File: src/rtl/rptr_empty_ctrl.sv
// ---------------------------------------------------------------------------
// rptr_empty_ctrl
//   Read-side pointer and status controller of an asynchronous FIFO, running
//   in the rclk domain. It keeps the binary and Gray read pointers, drives the
//   memory read address, and produces registered empty, almost-empty,
//   fill-level and sticky underflow status. The status is derived from the
//   write pointer after it has been synchronized into rclk.
//
// Parameters
//   ADDRSIZE  : FIFO address width; depth = 2**ADDRSIZE. Pointers carry one
//               extra wrap bit (ADDRSIZE+1 bits).
//   AE_THRESH : ralmost_empty is asserted while the fill level <= AE_THRESH.
//
// Ports
//   rclk          in   read clock, rising edge
//   rst           in   asynchronous, active-high reset
//   rd_en         in   pop request from the consumer
//   clr_underflow in   synchronous clear of the underflow flag
//   wptr_sync     in   Gray write pointer, already synchronized into rclk
//   raddr         out  memory read address (low bits of binary read pointer)
//   rptr_gray     out  registered Gray read pointer, for the write domain
//   rempty        out  registered empty flag
//   ralmost_empty out  registered, level <= AE_THRESH
//   rlevel        out  registered fill-level estimate, 0..2**ADDRSIZE
//   underflow     out  sticky, set by a pop attempted while empty
// ---------------------------------------------------------------------------
module rptr_empty_ctrl #(
    parameter int ADDRSIZE  = 4,
    parameter int AE_THRESH = 2
) (
    input  logic                rclk,
    input  logic                rst,
    input  logic                rd_en,
    input  logic                clr_underflow,
    input  logic [ADDRSIZE:0]   wptr_sync,
    output logic [ADDRSIZE-1:0] raddr,
    output logic [ADDRSIZE:0]   rptr_gray,
    output logic                rempty,
    output logic                ralmost_empty,
    output logic [ADDRSIZE:0]   rlevel,
    output logic                underflow
);

    localparam logic [ADDRSIZE:0] AE_LIMIT = (ADDRSIZE+1)'(AE_THRESH);

    function automatic logic [ADDRSIZE:0] bin2gray(input logic [ADDRSIZE:0] b);
        return b ^ (b >> 1);
    endfunction

    // Bit i of the binary value is the XOR of all Gray bits from i upwards.
    function automatic logic [ADDRSIZE:0] gray2bin(input logic [ADDRSIZE:0] g);
        logic [ADDRSIZE:0] b;
        b[ADDRSIZE] = g[ADDRSIZE];
        for (int i = ADDRSIZE - 1; i >= 0; i--) begin
            b[i] = b[i+1] ^ g[i];
        end
        return b;
    endfunction

    logic [ADDRSIZE:0] rbin;
    logic              pop;
    logic [ADDRSIZE:0] rbin_next;
    logic [ADDRSIZE:0] rgray_next;
    logic [ADDRSIZE:0] wbin_sync;
    logic [ADDRSIZE:0] level_next;

    // ---- next-state computation (combinational) ----
    // Empty and level are judged against the post-pop pointer so the last pop
    // raises rempty on the same edge. The synchronized write pointer lags the
    // real one, which only makes the status pessimistic, never optimistic.
    always_comb begin
        pop        = rd_en & ~rempty;
        rbin_next  = rbin + {{ADDRSIZE{1'b0}}, pop};
        rgray_next = bin2gray(rbin_next);
        wbin_sync  = gray2bin(wptr_sync);
        level_next = wbin_sync - rbin_next;
    end

    // ---- registered pointers and status ----
    always_ff @(posedge rclk or posedge rst) begin
        if (rst) begin
            rbin          <= '0;
            rptr_gray     <= '0;
            rempty        <= 1'b1;
            ralmost_empty <= 1'b1;
            rlevel        <= '0;
            underflow     <= 1'b0;
        end else begin
            rbin          <= rbin_next;
            rptr_gray     <= rgray_next;
            rempty        <= (rgray_next == wptr_sync);
            ralmost_empty <= (level_next <= AE_LIMIT);
            rlevel        <= level_next;
            // A failed pop outranks a clear issued in the same cycle.
            if (rd_en && rempty)
                underflow <= 1'b1;
            else if (clr_underflow)
                underflow <= 1'b0;
        end
    end

    assign raddr = rbin[ADDRSIZE-1:0];

endmodule

File: config.mk
export PLATFORM = sky130hd
export DESIGN_NAME = rptr_empty_ctrl
export DESIGN_NICKNAME = d
export VERILOG_FILES = /design/src/rtl/rptr_empty_ctrl.sv
export SDC_FILE = /design/constraint.sdc
export NUM_CORES = 1
export LEC_CHECK = 0
export CAP_MARGIN = 25
export CORE_ASPECT_RATIO = 1.2
export CORE_UTILIZATION = 41
export DETAILED_ROUTE_END_ITERATION = 8
export PLACE_DENSITY = 0.73
export SLEW_MARGIN = 20
export SYNTH_ARGS = -nofsm -noshare
export SYNTH_HDL_FRONTEND = slang
export SYNTH_SLANG_ARGS = --single-unit
File: constraint.sdc
create_clock -name rclk -period 2.4 [get_ports rclk]
set_input_delay 0.48 -clock rclk [delete_from_list [all_inputs] [get_ports rclk]]
set_output_delay 0.48 -clock rclk [all_outputs]
set_load 0.01 [all_outputs]
==> metrics.txt <==
outcome finished, final reports clean; Final Skew 0.001211 ns; GR Util met1 between 20% and 30%; sequential-to-total area share from yosys stat 46.72%; Psw 1.012 mW; Site Rows 18; Placement Setup Slack -0.6545 ns; Final Cycle Share a little over nine tenths; Hold WS 0.4615 ns; worst path bufs/invs 2; top cells by count, synth dfrtp_1 (15), xnor2_1 (15), inv_1 (8); Reg power frac 21.9%; Synth Cell Area ~920 sq um; worst-margin pin slew 0.6530 ns; post-synth top area cell dfrtp_1; Max Buffers Root-to-Sink 2; initial antenna violation count 0; via count 717; Horiz. Die Dim approximately 45 um; Final Instance Area 0.001559 sq mm; post-synth top area share 40.98%; clk slew on worst S/H paths 0.10 ns; I/O pin total 26; number of global-route vias before repair between 700 and 800; detailed router's first-iteration violation count 8; Net count, final ~140; fmax 0.4258 GHz; number of setup violations in the final report 0; Post-synth EDFFs 0; CP delay by family, top XOR/XNOR gates; cell repeated most along the worst path xnor2_2; Worst path max stage delay 0.46 ns; Final ANT Viol Nets 0; largest net degree at the start of global routing 18; cell leakage power approximately 0.71 nW; Peak VDD IR 1.416 mV; starting density of the core 44.20%; GRT Total Usage 19.04%; max_slew headroom 56.42%; n_diodes 0; Internal Power 1.635 mW; CTS Hold Bufs 0; core area 0.002072 sq mm; Crit-path slowest cell xor3_2; yosys warns 0; final WL 2.016 mm; final hold violations 0; via/cell ratio around 4.6; FF+latch count, synth 17; RePlAce Congestion between 0.7 and 0.8; Comb pwr share 72.2%; crit path cell chain buf_6 -> xor3_2 -> xor2_2 -> xnor2_2 -> ha_4 -> inv_2 -> fa_2 -> a31oi_4 -> xnor2_2 -> a2111oi_4; Critical Path Source Type primary input; RSZ-0062 raised after global routing yes; crit path kind in2reg; hpwl dp 1.465 mm; wire per inst 12.84 um; Die Area 0.002428 sq mm; post-route setup TNS 0 ns; CP endpoint kind flip-flop; ys async rst share 100.0%; Distinct cells, synth 22; detailed-router iteration count before antenna repair 4; Clk Tree Root Cell clkbuf_4; clock power share 5.9%; synth top area cells dfrtp_1 (41%), xnor2_1 (14%), ha_1 (8.2%); Tmin final roughly 2.3 ns; MaxCap Viol Count 0; GR peak layer met2; Mapped Nets 90; port bufs 25; CTS sink cnt 17; total power ~2.6 mW; H-Tree Depth 1; Mapped Cells 74; clock latency on the worst-skew pair around 0.30 ns; Sw Share about two fifths; grt ovf 0; first-pass GRT wire length 3.098 mm; placed cell area 0.001356 sq mm; M2 GR Usage a little under a third; Max Transition Viols Final 0; fillcell total 142; Num CTS Buffers 3; layout cell share with drive strength beyond 1 41.73%; global routing usage on met3 3.020%; Worst EP required between 2 and 3 ns; Worst Hold Class in2reg; CTS tree done; Pwr per Cell Area 1698 mW/mm^2; CP arrival 2.55 ns; Post-synth top flop dfrtp_1; die height 53.78 um; largest fanout on the critical path 2; Avg Inst Size Synth 12.38 sq um; Area Growth Syn to Fin 70.22%; residual DRC count 0; Final Worst Setup Slack ~0.052 ns
-- layer usage --
layer / vias to the layer above / part of all wire [%]
met3: 4 / 2.6
li1: 347 / -
met5: - / 0
met4: 0 / 3.1
met1: 349 / 40
met2: 17 / 54
-- power groups by stage --
stage / Clock [mW] / Combinational, mW / Sequential, mW
floorplan: 0 / 0.782 / 0.591
finish: 0.156 / 1.91 / 0.579
global placement: 0 / 1.51 / 0.548
global route: 0.170 / 2.07 / 0.601
CTS: 0.163 / 1.69 / 0.560
detailed placement: 0 / 1.54 / 0.555
-- sequential cells by signal, summed over array words and instances (netlist names) --
register       cells
ralmost_empty      1
rbin               5
rempty             1
rlevel             5
rptr_gray          4
underflow          1
-- path summary, 6_finish.rpt --
| check | depth (start not counted) | from | to | slack, ns |
|---|---|---|---|---|
| min in group asynchronous | 2 | rst | rptr_gray[0] | 0.56 |
| max in group asynchronous | 2 | rst | rbin[3] | 1.42 |
| hold / removal | 3 | rd_en | underflow | 0.46 |
| setup reg to reg | 9 | rempty | ralmost_empty | 0.16 |
| hold reg to reg | 2 | underflow | underflow | 0.56 |
| setup / recovery | 10 | wptr_sync[4] | ralmost_empty | 0.05 |
-- logic make-up (layout without fill, tap and decap cells) --
family | count (synthesis) | in the layout | synth area share (%)
AND/OR/NAND/NOR | 9 | 9 | 6.012
AO/OA/AOI/OAI | 8 | 8 | 6.557
XOR/XNOR | 23 | 23 | 25.41
adder cells (fa/ha/maj) | 7 | 7 | 10.38
buffers and inverters | 10 | 63 | 4.918
flip-flops | 17 | 17 | 46.72
-- cell usage in the layout (no fill, tap or decap), types with 2 or more instances in the layout --
master           netlist  routed
xor2_2                 0       3
clkbuf_4               0       3
dfstp_2                2       2
xnor2_2                0       3
dlymetal6s2s_1         0       2
buf_4                  2      26
inv_1                  8       7
clkdlybuf4s50_1        0      20
ha_1                   6       2
xor2_1                 6       3
a21o_1                 2       2
dfrtp_1               15      15
xnor2_1               15      12
ha_4                   0       3
-- worst register-to-register path: cells and delay by family (launching register included) --
kind | cells | cell delay, ns
fa+ha+maj | 3 | 0.76
flops | 1 | 0.57
compound gates | 2 | 0.48
buf+inv | 2 | 0.17
xor+xnor | 1 | 0.12
simple gates | 1 | 0.05
-- stage by stage --
stage / utilization [%] / std cells
2_1_floorplan: - / 74
3_3_place_gp: 65.46 / 148
3_5_place_dp: 65.46 / 148
4_1_cts: 69.87 / 153
5_1_grt: 75.24 / 157
6_report: 75.24 / 157
-- repair_timing --
action                                 4_1_cts  5_1_grt
setup endpoints to repair                    4        3
endpoints found under the hold margin        0        0
setup buffers                                1        4
gates resized for setup                     16       18
pin swaps                                   11       11
gates cloned                                 0        0
-- area by class of cell --
type                            count  area, sq um  area share [%]
Inverter                            8        30.03           1.926
Tap cell                           30        37.54           2.408
Clock inverter                      1        5.005          0.3210
Timing Repair Buffer               51        446.7           28.65
Multi-Input combinational cell     47        589.3           37.80
Sequential cell                    17        427.9           27.45
Clock buffer                        3        22.52           1.445
Note: power is estimated with default switching activity, not from simulation.
